[src/rtl/cache_pkg.sv]
// Shared types and geometry helpers for the direct-mapped write-through data cache.
package cache_pkg;

   typedef enum logic [1:0] {
      IDLE       = 2'd0,
      REFILL     = 2'd1,
      WRITE_THRU = 2'd2
   } cache_state_t;

   localparam int          BYTE_LANES  = 4;
   localparam int          OFFSET_BITS = 2;
   localparam logic [3:0]  LANES_ALL   = 4'hF;

   // A single-word line has no word index bits; callers size their index signals to at least 1 bit.
   function automatic int word_index_bits(input int words_per_line);
      return (words_per_line > 1) ? $clog2(words_per_line) : 0;
   endfunction

   function automatic int line_index_bits(input int num_lines);
      return (num_lines > 1) ? $clog2(num_lines) : 1;
   endfunction

   function automatic int tag_bits(input int addr_width, input int num_lines, input int words_per_line);
      return addr_width - OFFSET_BITS - word_index_bits(words_per_line) - line_index_bits(num_lines);
   endfunction

   function automatic logic [3:0] lane_enable(input logic [1:0] lane);
      return 4'b0001 << lane;
   endfunction

endpackage

[src/rtl/cache_line_store.sv]
// Valid/tag/data storage: combinational read port, synchronous word/byte write port.
module cache_line_store
   import cache_pkg::*;
#(
   parameter int NUM_LINES      = 16,
   parameter int WORDS_PER_LINE = 4,
   parameter int TAG_W          = 24,
   parameter int LINE_W         = 4,
   parameter int WORD_W         = 2
) (
   input  logic              clk,
   input  logic              clear_valid,
   input  logic [LINE_W-1:0] rd_line,
   input  logic [WORD_W-1:0] rd_word,
   output logic              rd_valid,
   output logic [TAG_W-1:0]  rd_tag,
   output logic [31:0]       rd_data,
   input  logic              wr_en,
   input  logic [LINE_W-1:0] wr_line,
   input  logic [WORD_W-1:0] wr_word,
   input  logic [3:0]        wr_be,
   input  logic [31:0]       wr_data,
   input  logic              set_valid,
   input  logic [TAG_W-1:0]  set_tag
);

   logic [NUM_LINES-1:0] valid_q;
   logic [TAG_W-1:0]     tag_q  [NUM_LINES];
   logic [31:0]          data_q [NUM_LINES][WORDS_PER_LINE];

   assign rd_valid = valid_q[rd_line];
   assign rd_tag   = tag_q[rd_line];
   assign rd_data  = data_q[rd_line][rd_word];

   always_ff @(posedge clk) begin
      if (clear_valid) begin
         valid_q <= '0;
      end else if (set_valid) begin
         valid_q[wr_line] <= 1'b1;
      end
   end

   // Tag and data are deliberately left unreset; the valid bits alone gate hits.
   always_ff @(posedge clk) begin
      if (set_valid) begin
         tag_q[wr_line] <= set_tag;
      end
      if (wr_en) begin
         for (int b = 0; b < BYTE_LANES; b++) begin
            if (wr_be[b]) begin
               data_q[wr_line][wr_word][8*b +: 8] <= wr_data[8*b +: 8];
            end
         end
      end
   end

endmodule

[src/rtl/data_cache.sv]
// Direct-mapped, write-through, no-write-allocate data cache with a req/ack backing memory port.
//   state      | meaning
//   IDLE       | serving read hits; detects read misses and stores
//   REFILL     | fetching the whole line word by word, then marking it valid
//   WRITE_THRU | forwarding a store to memory; updates the cached copy on a hit
module data_cache
   import cache_pkg::*;
#(
   parameter int ADDR_WIDTH     = 32,
   parameter int NUM_LINES      = 16,
   parameter int WORDS_PER_LINE = 4
) (
   input  logic                  clk,
   input  logic                  reset,
   input  logic                  cpu_read,
   input  logic                  cpu_write,
   input  logic                  write_or_byte,
   input  logic [ADDR_WIDTH-1:0] cpu_address,
   input  logic [31:0]           cpu_write_data,
   output logic [31:0]           cpu_read_data,
   output logic                  stall,
   output logic                  mem_req,
   output logic                  mem_write,
   output logic [ADDR_WIDTH-1:0] mem_address,
   output logic [31:0]           mem_write_data,
   output logic                  mem_byte,
   input  logic                  mem_ack,
   input  logic [31:0]           mem_read_data
);

   localparam int WORD_BITS = word_index_bits(WORDS_PER_LINE);
   localparam int WORD_W    = (WORD_BITS > 0) ? WORD_BITS : 1;
   localparam int LINE_W    = line_index_bits(NUM_LINES);
   localparam int TAG_W     = tag_bits(ADDR_WIDTH, NUM_LINES, WORDS_PER_LINE);

   cache_state_t state_q, state_d;

   logic [LINE_W-1:0]     cpu_line;
   logic [WORD_W-1:0]     cpu_word;
   logic [TAG_W-1:0]      cpu_tag;
   logic [WORD_W-1:0]     refill_word;
   logic [WORD_W-1:0]     words_left;
   logic [ADDR_WIDTH-1:0] line_base;

   logic                  rd_valid;
   logic [TAG_W-1:0]      rd_tag;
   logic [31:0]           rd_data;
   logic                  hit;

   logic                  refill_we, thru_we, last_word;
   logic                  wr_en, set_valid;
   logic [WORD_W-1:0]     wr_word;
   logic [3:0]            wr_be;
   logic [31:0]           wr_data;

   assign cpu_line    = LINE_W'(cpu_address >> (OFFSET_BITS + WORD_BITS));
   assign cpu_word    = (WORD_BITS == 0) ? '0 : WORD_W'(cpu_address >> OFFSET_BITS);
   assign cpu_tag     = TAG_W'(cpu_address >> (OFFSET_BITS + WORD_BITS + LINE_W));
   assign refill_word = (WORD_BITS == 0) ? '0 : WORD_W'(mem_address >> OFFSET_BITS);
   assign line_base   = cpu_address & ~ADDR_WIDTH'(BYTE_LANES * WORDS_PER_LINE - 1);

   assign hit       = rd_valid && (rd_tag == cpu_tag);
   assign last_word = (words_left == '0);

   // Array writes are masked while reset is low so an abandoned transfer leaves no trace.
   assign refill_we = reset && (state_q == REFILL) && mem_ack;
   assign thru_we   = reset && (state_q == WRITE_THRU) && mem_ack && hit;
   assign wr_en     = refill_we || thru_we;
   assign set_valid = refill_we && last_word;
   assign wr_word   = refill_we ? refill_word : cpu_word;
   assign wr_be     = (refill_we || !write_or_byte) ? LANES_ALL : lane_enable(cpu_address[1:0]);
   assign wr_data   = refill_we     ? mem_read_data :
                      write_or_byte ? {4{cpu_write_data[7:0]}} : cpu_write_data;

   cache_line_store #(
      .NUM_LINES      (NUM_LINES),
      .WORDS_PER_LINE (WORDS_PER_LINE),
      .TAG_W          (TAG_W),
      .LINE_W         (LINE_W),
      .WORD_W         (WORD_W)
   ) u_store (
      .clk         (clk),
      .clear_valid (!reset),
      .rd_line     (cpu_line),
      .rd_word     (cpu_word),
      .rd_valid    (rd_valid),
      .rd_tag      (rd_tag),
      .rd_data     (rd_data),
      .wr_en       (wr_en),
      .wr_line     (cpu_line),
      .wr_word     (wr_word),
      .wr_be       (wr_be),
      .wr_data     (wr_data),
      .set_valid   (set_valid),
      .set_tag     (cpu_tag)
   );

   assign cpu_read_data = (state_q == IDLE && cpu_read && hit) ? rd_data : '0;

   always_ff @(posedge clk) begin
      if (!reset) begin
         state_q <= IDLE;
      end else begin
         state_q <= state_d;
      end
   end

   always_comb begin
      state_d = state_q;
      stall   = 1'b0;
      case (state_q)
         IDLE: begin
            if (cpu_write) begin
               stall   = 1'b1;
               state_d = WRITE_THRU;
            end else if (cpu_read && !hit) begin
               stall   = 1'b1;
               state_d = REFILL;
            end
         end
         REFILL: begin
            stall = 1'b1;
            if (mem_ack && last_word) begin
               state_d = IDLE;
            end
         end
         WRITE_THRU: begin
            stall = !mem_ack;
            if (mem_ack) begin
               state_d = IDLE;
            end
         end
         default: state_d = IDLE;
      endcase
   end

   // Request side is registered; words_left is a down-counter whose terminal count ends the refill.
   always_ff @(posedge clk) begin
      if (!reset) begin
         mem_req        <= 1'b0;
         mem_write      <= 1'b0;
         mem_byte       <= 1'b0;
         mem_address    <= '0;
         mem_write_data <= '0;
         words_left     <= '0;
      end else begin
         case (state_q)
            IDLE: begin
               if (cpu_write) begin
                  mem_req        <= 1'b1;
                  mem_write      <= 1'b1;
                  mem_byte       <= write_or_byte;
                  mem_address    <= cpu_address;
                  mem_write_data <= cpu_write_data;
               end else if (cpu_read && !hit) begin
                  mem_req     <= 1'b1;
                  mem_write   <= 1'b0;
                  mem_byte    <= 1'b0;
                  mem_address <= line_base;
                  words_left  <= WORD_W'(WORDS_PER_LINE - 1);
               end
            end
            REFILL: begin
               if (mem_ack) begin
                  if (last_word) begin
                     mem_req <= 1'b0;
                  end else begin
                     mem_address <= mem_address + ADDR_WIDTH'(BYTE_LANES);
                     words_left  <= words_left - WORD_W'(1);
                  end
               end
            end
            WRITE_THRU: begin
               if (mem_ack) begin
                  mem_req <= 1'b0;
               end
            end
            default: mem_req <= 1'b0;
         endcase
      end
   end

endmodule

[config.mk]
export PLATFORM = sky130hd
export DESIGN_NAME = data_cache
export DESIGN_NICKNAME = d
export VERILOG_FILES = /design/src/rtl/cache_pkg.sv /design/src/rtl/cache_line_store.sv /design/src/rtl/data_cache.sv
export SDC_FILE = /design/constraint.sdc
export NUM_CORES = 2
export LEC_CHECK = 0
export CAP_MARGIN = 20
export CORE_MARGIN = 2
export CORE_UTILIZATION = 65
export CTS_CLUSTER_SIZE = 25
export DETAILED_ROUTE_END_ITERATION = 16
export PLACE_DENSITY_LB_ADDON = 0.08
export RECOVER_POWER = 100
export SYNTH_ARGS = -nofsm -noshare
export SYNTH_HDL_FRONTEND = slang
export SYNTH_SLANG_ARGS = --single-unit
export TNS_END_PERCENT = 30
[constraint.sdc]
create_clock -name clk -period 16.8 [get_ports clk]
set_input_delay 3.36 -clock clk [delete_from_list [all_inputs] [get_ports clk]]
set_output_delay 3.36 -clock clk [all_outputs]
set_load 0.05 [all_outputs]
==> results.cfg <==
[finish]
area.growth.synth_to_final_pct = 12.1
share_of_post_route_cells_with_drive_strength_above_1 = 0.232
layout.nets = 5073

[job]
maxCapViolations = 57

[setup_path]
worst_ep_required_time_ns = 13.44
ff2ff_setup_slack_ns = 8.03
startpoint = cpu_address[4]
cp_delay_by_family_top = buffers and inverters
worstPathBufferInverterCount = 5
critical_path.endpoint_type = primary output
critical_path_start_end_classification = primary input to primary output
cp_data_arrival_time_ns = 10.66
worstReg2RegStart = state_q[0]
crit_path_max_fanout = 74
setup.worst_path.start_class = primary input
crit_slowest_cell = sky130_fd_sc_hd__clkbuf_1
path_common_cell = sky130_fd_sc_hd__clkbuf_1
slowest_delay_ns = 1.56
worstPathCellList = buf_8 -> clkbuf_1 -> buf_12 -> mux4_2 -> mux2i_1 -> xor2_1 -> nand2_1 -> a2111oi_0 -> nand4_1 -> nor3_1 -> nor2b_1 -> clkbuf_1 -> o31a_1 -> dlygate4sd3_1

[synth]
ys_top_cells_by_area = sky130_fd_sc_hd__edfxtp_1, sky130_fd_sc_hd__mux4_2, sky130_fd_sc_hd__dfxtp_1, sky130_fd_sc_hd__nor2_1, sky130_fd_sc_hd__nand2_1
cell_with_the_most_instances_after_synthesis = sky130_fd_sc_hd__edfxtp_1
avgSynthCellArea_um2 = 21.0
synth_seq_cells = 2519
syn-instance-count = 4709
number_of_distinct_library_cells_after_synthesis = 70
synth_top_cell_area_share = 0.738
synth_nets = 4813
syn_area_mm2 = 0.0989
synthFlopType = sky130_fd_sc_hd__edfxtp_1
synth-edff-count = 2432
share_of_the_yosys_chip_area_belonging_to_registers = 0.756
post_synth_most_frequent_cells = sky130_fd_sc_hd__edfxtp_1, sky130_fd_sc_hd__mux4_2, sky130_fd_sc_hd__nor2_1, sky130_fd_sc_hd__nand2_1, sky130_fd_sc_hd__clkbuf_1
synth-async-reset-ratio = 0
synthDominantAreaCellType = sky130_fd_sc_hd__edfxtp_1
yosys_warnings = 0

[clocking]
postCtsResizedCells = 0
post-cts-setup-buffers = 0
numClockSinks = 2519
cts_tree = yes
insertion_delay_ns = 0.85
clk_pin_slew_worst_paths_ns = 0.06
clock_tree.buffer_depth = 3
cts_htree_levels = 4
cts-buffers-inserted = 236
cts_hold_buf = 0
clk_root_buffer_cell = sky130_fd_sc_hd__clkbuf_16

[place]
hpwlAfterDp_um = 134000
gpl_wtd_cong = 0.853
io_buffers = 201

[hold_path]
beginning_of_the_worst_hold_path = mem_write_data[9]
hold_class = flop to flop

[power]
pwr-share-comb = 0.062
vdd_drop_max_uv = 95.7
pwr-share-seq = 0.537
cellInternalPower_w = 0.0102
p_sw_frac = 0.214
power.total_w = 0.0130
net_switching_power_of_the_design_w = 0.00279
p_clk_frac = 0.401
p_leak_nw = 34.4
power_density_mw_per_mm2 = 117

[routing]
per_cell_via_count_in_the_routed_design = 6.83
first_iter_violations = 6325
num_vias = 49100
post_drt_wl_per_cell_um = 32.1
routed_wl_um = 231000
detail-route-antenna-nets = 0
drc_errors = 0
detailedRoute.firstPassIterationCount = 6

[timing]
final-hold-violation-count = 0
timing.final.crit_period_ns = 14.02
setup_tns_ns = 0
max_freq_mhz = 71.3
grt_setup_unrepaired = false
worst_slew_margin_rel = -2.24
worst_clock_skew_ns = 0.0273
worst_pin_slew_ns = 4.87
setup_violations = 0
post-route-period-util = 0.834
slew_violations = 2881

[global_route]
grt_antenna_before_repair = 10
grt_start_max_net_pins = 129
grt_pass1_vias = 48600
grt_pass1_wl_um = 338000
grt-ovfl-total = 0
grt.total_usage = 0.301

[floorplanning]
io_pins = 202
floorplan.die.width_um = 394
initial_utilization = 0.653
die-area_mm2 = 0.155
core_mm2 = 0.152
core.rowCount = 143
die_y_um = 394

[outcome]
violations = max-capacitance violations, max-slew violations
status = complete, but fails checks
==> cell type report <==
| cell class | count | area [µm²] |
|---|---|---|
| tap | 2030 | 2540 |
| antenna | 3 | 7.51 |
| timing repair buffer | 296 | 2610 |
| clock inverter | 144 | 1300 |
| sequential | 2519 | 74800 |
| inverter | 11 | 41.3 |
| multi-input combinational | 1905 | 23400 |
| clock buffer | 290 | 6240 |
| fill | 8663 | 40700 |
==> power groups by stage <==
stage	Sequential, W	Combinational (W)	Clock, W
after floorplan	0.00716	0.000445	0
after global placement	0.00710	0.000812	0
after detailed placement	0.00710	0.000826	0
after CTS	0.00697	0.000830	0.00527
after global routing	0.00699	0.000857	0.00552
final	0.00699	0.000814	0.00522
==> stage by stage <==
stage	hold WS (ns)	setup WS [ns]	std cells	util	instance area, µm²
2_1_floorplan	0.435	6.65	4709	-	98900
3_3_place_gp	0.441	3.96	6753	0.684	104000
3_5_place_dp	0.445	3.71	6757	0.684	104000
4_1_cts	0.456	3.72	7191	0.734	111000
5_1_grt	0.472	2.17	7195	0.732	111000
6_report	0.449	2.78	7198	0.732	111000
==> path summary, 6_finish.rpt <==
kind	cells after the start	to
hold / removal	2	mem_write_data[9]
setup reg to reg	7	u_store.data_q[9][100]
setup / recovery	14	stall
hold reg to reg	2	mem_write_data[9]
==> cells by family after synthesis <==
group / count (synthesis) / synth area share
AND/OR/NAND/NOR: 780 / 0.0335
buffers and inverters: 285 / 0.0119
multiplexers: 841 / 0.179
adder cells (fa/ha/maj): 2 / 0.000253
XOR/XNOR: 21 / 0.00186
AO/OA/AOI/OAI: 261 / 0.0177
flip-flops: 2519 / 0.756
==> worst register-to-register path, cell delays in order (launching register included) <==
cell	delay (ns)
sky130_fd_sc_hd__dfxtp_1	0.46
sky130_fd_sc_hd__nor2b_2	0.23
sky130_fd_sc_hd__buf_4	0.26
sky130_fd_sc_hd__nand3_1	0.53
sky130_fd_sc_hd__clkbuf_1	3.08
sky130_fd_sc_hd__nand2_1	1.07
sky130_fd_sc_hd__nand2_2	0.26
sky130_fd_sc_hd__clkbuf_1	2.14
==> state kept, by name, indices dropped and copies added (netlist names) <==
signal,cells
state_q,2
mem_write,1
u_store.valid_q,16
u_store.tag_q,384
u_store.data_q,2048
mem_write_data,32
words_left,2
mem_byte,1
mem_address,32
mem_req,1
==> cells in the final DEF (no fill, tap or decap), types with 24 or more instances in the layout <==
cell type / Yosys / routed
sky130_fd_sc_hd__mux4_2: 742 / 742
sky130_fd_sc_hd__clkbuf_1: 190 / 105
sky130_fd_sc_hd__mux2i_1: 80 / 80
sky130_fd_sc_hd__o22ai_1: 25 / 25
sky130_fd_sc_hd__clkdlybuf4s50_1: 0 / 71
sky130_fd_sc_hd__nand2_1: 230 / 224
sky130_fd_sc_hd__nand3_1: 36 / 36
sky130_fd_sc_hd__edfxtp_1: 2432 / 2432
sky130_fd_sc_hd__a21oi_4: 0 / 24
sky130_fd_sc_hd__a21oi_1: 76 / 52
sky130_fd_sc_hd__buf_4: 6 / 32
sky130_fd_sc_hd__clkinv_2: 0 / 43
sky130_fd_sc_hd__dlygate4sd3_1: 0 / 123
sky130_fd_sc_hd__nor2b_1: 41 / 40
sky130_fd_sc_hd__nor2_1: 387 / 383
sky130_fd_sc_hd__clkinv_1: 1 / 62
sky130_fd_sc_hd__dfxtp_1: 87 / 87
sky130_fd_sc_hd__clkbuf_16: 0 / 242
==> per-layer routing <==
metal	GRT usage	share of wire	up-vias
met5	0	0.000056	-
met4	0.0865	0.028	2
met3	0.0608	0.10	363
met2	0.460	0.48	2854
met1	0.454	0.39	25900
li1	-	-	20100
Power figures use the tool's default switching activity.
